`src/rtl/crypto_key_reader_if.sv`:
```
// Key reader bus: key store read port plus the key word stream to the cipher core.
// master = key reader side, slave = key store / cipher core side.
`timescale 1ns/1ps
interface crypto_key_reader_if #(
  parameter int DATA_W = 16,
  parameter int ADDR_W = 3
);
  logic              ks_rd_en;
  logic [ADDR_W-1:0] ks_addr;
  logic [DATA_W-1:0] ks_rd_data;
  logic [DATA_W-1:0] key_data;
  logic              key_valid;
  logic              key_ready;
  logic              key_last;

  modport master (
    output ks_rd_en, ks_addr, key_data, key_valid, key_last,
    input  ks_rd_data, key_ready
  );

  modport slave (
    input  ks_rd_en, ks_addr, key_data, key_valid, key_last,
    output ks_rd_data, key_ready
  );
endinterface

```
`src/rtl/crypto_key_reader.sv`:
```
// crypto_key_reader: on req, fetches NUM_WORDS key words from the key store
// (1-cycle read latency) and streams them, word 0 first, to the cipher core.
// key_data is zero whenever key_valid is low so no key material lingers.
// Optional feature: define KEY_READER_READ_ONCE_EN for a sticky read-once lock;
// once any word has been accepted, further req are rejected with err until reset.
//
// state   | meaning
// IDLE    | waiting for req
// FETCH   | ks_rd_en high for one cycle at ks_addr
// WAIT    | store data arrives, captured into key_data
// SEND    | key_valid high, waiting for key_ready
`timescale 1ns/1ps
module crypto_key_reader #(
  parameter int DATA_W    = 16,
  parameter int NUM_WORDS = 8,
  parameter int ADDR_W    = 3
) (
  input  logic clk,
  input  logic resetn,
  input  logic req,
  input  logic abort,
  output logic busy,
  output logic done,
  output logic err,
  crypto_key_reader_if.master bus
);

  localparam logic [ADDR_W-1:0] LAST_IDX = ADDR_W'(NUM_WORDS - 1);

  typedef enum logic [1:0] {
    ST_IDLE  = 2'd0,
    ST_FETCH = 2'd1,
    ST_WAIT  = 2'd2,
    ST_SEND  = 2'd3
  } state_t;

  state_t            state;
  logic [ADDR_W-1:0] idx;
  logic              ks_rd_en;
  logic [ADDR_W-1:0] ks_addr;
  logic [DATA_W-1:0] key_data;
  logic              key_valid;
  logic              key_last;
  logic              locked;

  assign bus.ks_rd_en  = ks_rd_en;
  assign bus.ks_addr   = ks_addr;
  assign bus.key_data  = key_data;
  assign bus.key_valid = key_valid;
  assign bus.key_last  = key_last;

`ifdef KEY_READER_READ_ONCE_EN
  logic lock;
  logic accept;

  // A word counts as accepted only if abort did not win the same edge.
  assign accept = (state == ST_SEND) && bus.key_ready && !abort;

  // Sticky lock: set by the first accepted word, cleared only by reset.
  always_ff @(posedge clk) begin
    if (!resetn)
      lock <= 1'b0;
    else if (accept)
      lock <= 1'b1;
  end

  assign locked = lock;
`else
  assign locked = 1'b0;
`endif

  // Sequencer: state, word index, store read strobe and key stream outputs.
  always_ff @(posedge clk) begin
    if (!resetn) begin
      state     <= ST_IDLE;
      idx       <= '0;
      ks_rd_en  <= 1'b0;
      ks_addr   <= '0;
      key_data  <= '0;
      key_valid <= 1'b0;
      key_last  <= 1'b0;
      busy      <= 1'b0;
      done      <= 1'b0;
      err       <= 1'b0;
    end else begin
      done <= 1'b0;
      err  <= 1'b0;
      if (abort) begin
        // Abort outranks both req and a same-cycle handshake.
        state     <= ST_IDLE;
        idx       <= '0;
        ks_rd_en  <= 1'b0;
        ks_addr   <= '0;
        key_data  <= '0;
        key_valid <= 1'b0;
        key_last  <= 1'b0;
        busy      <= 1'b0;
      end else begin
        case (state)
          ST_IDLE: begin
            if (req) begin
              if (locked) begin
                err <= 1'b1;
              end else begin
                state    <= ST_FETCH;
                busy     <= 1'b1;
                ks_rd_en <= 1'b1;
                ks_addr  <= '0;
                idx      <= '0;
              end
            end
          end
          ST_FETCH: begin
            ks_rd_en <= 1'b0;
            state    <= ST_WAIT;
          end
          ST_WAIT: begin
            key_data  <= bus.ks_rd_data;
            key_valid <= 1'b1;
            key_last  <= (idx == LAST_IDX);
            state     <= ST_SEND;
          end
          ST_SEND: begin
            if (bus.key_ready) begin
              key_valid <= 1'b0;
              key_data  <= '0;
              key_last  <= 1'b0;
              if (idx == LAST_IDX) begin
                done    <= 1'b1;
                busy    <= 1'b0;
                idx     <= '0;
                ks_addr <= '0;
                state   <= ST_IDLE;
              end else begin
                idx      <= idx + 1'b1;
                ks_addr  <= idx + 1'b1;
                ks_rd_en <= 1'b1;
                state    <= ST_FETCH;
              end
            end
          end
          default: begin
            state <= ST_IDLE;
          end
        endcase
      end
    end
  end

endmodule

```
`src/flat_wrapper.sv`:
```
// flat-port wrapper written by rule: the top's interface ports become plain ports
module crypto_key_reader_flat 
#(
  parameter int DATA_W    = 16,
  parameter int NUM_WORDS = 8,
  parameter int ADDR_W    = 3
)
  (clk, resetn, req, abort, busy, done, err, bus_ks_rd_en, bus_ks_addr, bus_key_data, bus_key_valid, bus_key_last, bus_ks_rd_data, bus_key_ready);
  crypto_key_reader_if #(.DATA_W(DATA_W), .ADDR_W(ADDR_W)) bus_i ();
  input  logic clk;
  input  logic resetn;
  input  logic req;
  input  logic abort;
  output logic busy;
  output logic done;
  output logic err;
  output wire logic [$bits(bus_i.ks_rd_en)-1:0] bus_ks_rd_en;
  output wire logic [$bits(bus_i.ks_addr)-1:0] bus_ks_addr;
  output wire logic [$bits(bus_i.key_data)-1:0] bus_key_data;
  output wire logic [$bits(bus_i.key_valid)-1:0] bus_key_valid;
  output wire logic [$bits(bus_i.key_last)-1:0] bus_key_last;
  input wire logic [$bits(bus_i.ks_rd_data)-1:0] bus_ks_rd_data;
  input wire logic [$bits(bus_i.key_ready)-1:0] bus_key_ready;
  assign bus_ks_rd_en = bus_i.ks_rd_en;
  assign bus_ks_addr = bus_i.ks_addr;
  assign bus_key_data = bus_i.key_data;
  assign bus_key_valid = bus_i.key_valid;
  assign bus_key_last = bus_i.key_last;
  assign bus_i.ks_rd_data = bus_ks_rd_data;
  assign bus_i.key_ready = bus_key_ready;
  crypto_key_reader #(.DATA_W(DATA_W), .NUM_WORDS(NUM_WORDS), .ADDR_W(ADDR_W)) u_core (.clk(clk), .resetn(resetn), .req(req), .abort(abort), .busy(busy), .done(done), .err(err), .bus(bus_i));
endmodule
```
`config.mk`:
```
export PLATFORM = sky130hd
export DESIGN_NAME = crypto_key_reader_flat
export DESIGN_NICKNAME = d
export VERILOG_FILES = /design/src/rtl/crypto_key_reader_if.sv /design/src/rtl/crypto_key_reader.sv /design/src/flat_wrapper.sv
export SDC_FILE = /design/constraint.sdc
export NUM_CORES = 1
export LEC_CHECK = 0
export CORE_ASPECT_RATIO = 0.8
export CORE_MARGIN = 3
export CORE_UTILIZATION = 41
export DETAILED_ROUTE_END_ITERATION = 7
export HOLD_SLACK_MARGIN = 0.06
export PLACE_DENSITY_LB_ADDON = 0.3
export SLEW_MARGIN = 20
export SYNTH_ARGS = -nofsm -noshare
export SYNTH_HDL_FRONTEND = slang
export SYNTH_SLANG_ARGS = --single-unit
```
`constraint.sdc`:
```
create_clock -name clk -period 1.8 [get_ports clk]
set_input_delay 0.36 -clock clk [delete_from_list [all_inputs] [get_ports clk]]
set_output_delay 0.36 -clock clk [all_outputs]
set_load 0.05 [all_outputs]
```
==> reports/qor.csv, run 1 <==
metric,value,unit
Starting Density,0.454,
share of post-route cells with drive strength above 1,0.236,
CP Launch Type,flop,
worst path required time,2060,ps
fin crit share,0.915,
"Design Area, Final",1620,sq um
post-synthesis sequential area ratio,0.444,
RD Place Congestion,0.868,
max-cap viol count,0,
Die Width,65.8,um
RSZ-0062 raised after global routing,false,
Post-CTS Setup Bufs,0,
Comb pwr share,0.152,
grt ovf,0,
Rows,16,
path depth of the worst reg2reg path,6,
Worst Path Max Fanout,17,
hold slack,471,ps
nets,197,
Hold Path Stages,2,
uppermost routed layer,met4,
Fin. Hold Viols,0,
status,"complete, no violations",
post-route ant nets,0,
leak pwr,0.000649,uW
Unique masters post-synth,31,
Die ar.,3540,sq um
H-tree Lvls,1,
"top cells by area, synth","dfxtp_1, a22oi_1, ha_1, nor2_1, nor2b_1",
detailed-route wire length per cell,13.7,um
HPWL Detailed,2.04,mm
met3 routed wirelength,254,um
Setup Skew,4.79,ps
Fmax,0.607,GHz
"leading cell type in the layout, fill and taps excluded",buf_4,
post-synthesis cell area,1170,sq um
via count,1052,
core area,2580,sq um
vias in the first global route,924,
Clk pwr share,0.246,
syn nets,152,
antenna fix cells,0,
"CTS clk-pin slew, worst paths",120,ps
first-pass iteration count of the detailed router,4,
Int Pwr,737,uW
synthesized flop and latch total,26,
setup violators final,0,
cts hold-fix bufs,0,
Setup CP Type,reg2reg,
post-synth top area share,0.444,
"setup slack, reg-to-reg",150,ps
Syn Area/Cell,9.61,sq um
"Area growth, synth to finish",38.1,%
FILL cells,220,
met1 wire length,1.21,mm
Crit. End Element,flop,
Via-to-Cell Ratio,5.23,
Synth Warn #,0,
count of non-filler cells in the finished layout,201,
Die Span Y,53.8,um
largest net degree at the start of global routing,25,
Max VDD drop,473,uV
total track usage,0.151,
largest area contributor in the netlist,dfxtp_1,
worst hold-check path type,reg2reg,
total negative slack,0,ps
clock buffer depth,2,
RR Startpoint,u_core.state[1],
beginning of the critical path,u_core.state[1],
Total Power,978,uW
pwr dens,604,nW/um^2
worst min-delay path endpoint,u_core.bus.key_valid,
first-pass GRT wire length,4.09,mm
Worst-Margin Slew,633,ps
Post-Syn Instances,122,
reg2reg end,u_core.bus.key_data[6],
fin. max-slew vios,0,
CTS buffer count,3,
WL final,2.75,mm
clk root buf,clkbuf_4,
I/O pin count,46,
part of the power in registers,0.602,
most frequent cells in the layout,"buf_4, dfxtp_1, clkdlybuf4s50_1",
Residual DRC,0,
normalized max-slew margin,0.576,
initial DRC count,58,
Final Critical Period,1650,ps
Switching Power,241,uW
later-pin clock latency in the skew report,320,ps
initial antenna violation count,0,
placed cell areas,1580,sq um
Sink Count,26,
DP Cell Count,198,
hold_sp,u_core.bus.key_valid,
CTS tree,built,
met2 wire length,1.27,mm
Arrival @ worst endpoint,1910,ps
switch share,0.246,
Port Buffers,44,
[final cells by class]
class,count,area (sq um),area share
repair buffers,50,442,0.273
flip-flops and latches,26,520,0.321
clock buffers,3,22.5,0.0139
well taps,36,45.0,0.0278
inverters,3,11.3,0.00696
multi-input cells,83,578,0.357
[Yosys cell counts, drive strengths merged]
| master | instances |
|---|---|
| o2111ai | 1 |
| clkbuf | 2 |
| mux2i | 3 |
| nand3 | 2 |
| nand2 | 4 |
| o41ai | 3 |
| or2 | 2 |
| dfxtp | 26 |
| ha | 9 |
| a21oi | 6 |
| o211ai | 2 |
| nor2 | 18 |
| a22oi | 16 |
| conb | 1 |
| a41oi | 1 |
| nand4b | 1 |
| buf | 8 |
| o31ai | 1 |
| or3b | 1 |
| or3 | 1 |
| inv | 3 |
| a311oi | 1 |
| nand2b | 3 |
| nor2b | 5 |
| o21ai | 2 |
[through the flow]
stage / setup slack (ps) / util
after floorplan: 165 / -
final: 152 / 0.627
after global placement: 33.5 / 0.613
after global routing: 5.26 / 0.627
after detailed placement: -79.4 / 0.613
after CTS: 81.7 / 0.623
[how the worst max path moves through the flow]
stage / to / slack (ps)
final: u_core.bus.key_data[6] / 150
after global routing: u_core.bus.key_data[10] / 5
after CTS: u_core.bus.key_data[6] / 80
after detailed placement: u_core.bus.key_data[6] / -80
after global placement: u_core.bus.key_data[13] / 30
after floorplan: u_core.state[0] / 160
[critical path, cell delays in order (launching register included)]
cell     delay [ps]
dfxtp_1         440
ha_1            240
buf_4           150
mux2i_2         320
buf_6           220
a22oi_1          80
nor2_1          130
[power by group through the flow]
stage	logic, uW	clock network, uW	registers [uW]
after floorplan	61.5	0	617
after global placement	142	0	600
after detailed placement	145	0	601
after CTS	145	244	588
after global routing	159	266	589
final	149	241	588
[logic make-up after synthesis]
logic type,share of synthesized area
AND/OR/NAND/NOR,0.153
AO/OA/AOI/OAI,0.207
flip-flops,0.444
buffers and inverters,0.0715
adder cells (fa/ha/maj),0.0961
multiplexers,0.0256
other,0.00320
[timing repair]
action,CTS,global route
endpoints found under the setup margin,16,18
resized for setup,1,3
endpoints found under the hold margin,0,0
[per-layer routing]
| layer | track usage | vias up |
|---|---|---|
| li1 | - | 517 |
| met1 | 0.189 | 490 |
| met2 | 0.251 | 43 |
| met3 | 0.0626 | 2 |
| met4 | 0.0207 | 0 |
| met5 | 0 | - |
[state kept, by name, indices dropped and copies added, names as in the netlist]
name                  flops
u_core.bus.key_data      16
u_core.bus.key_last       1
u_core.bus.key_valid      1
u_core.bus.ks_addr        3
u_core.bus.ks_rd_en       1
u_core.busy               1
u_core.done               1
u_core.state              2
(Power assumes the default switching activity.)
==> inputs of run 2 (changes only) <==
--- a/config.mk
+++ b/config.mk
@@ -5,11 +5,13 @@
 export SDC_FILE = /design/constraint.sdc
 export NUM_CORES = 1
 export LEC_CHECK = 0
+export ABC_AREA = 0
 export CORE_ASPECT_RATIO = 0.8
 export CORE_MARGIN = 3
 export CORE_UTILIZATION = 41
+export CTS_CLUSTER_SIZE = 12
 export DETAILED_ROUTE_END_ITERATION = 7
-export HOLD_SLACK_MARGIN = 0.06
+export HOLD_SLACK_MARGIN = 0.02
 export PLACE_DENSITY_LB_ADDON = 0.3
 export SLEW_MARGIN = 20
 export SYNTH_ARGS = -nofsm -noshare
==> results of run 2 <==
The final DEF is identical to that of run 1; final timing and power are the same.
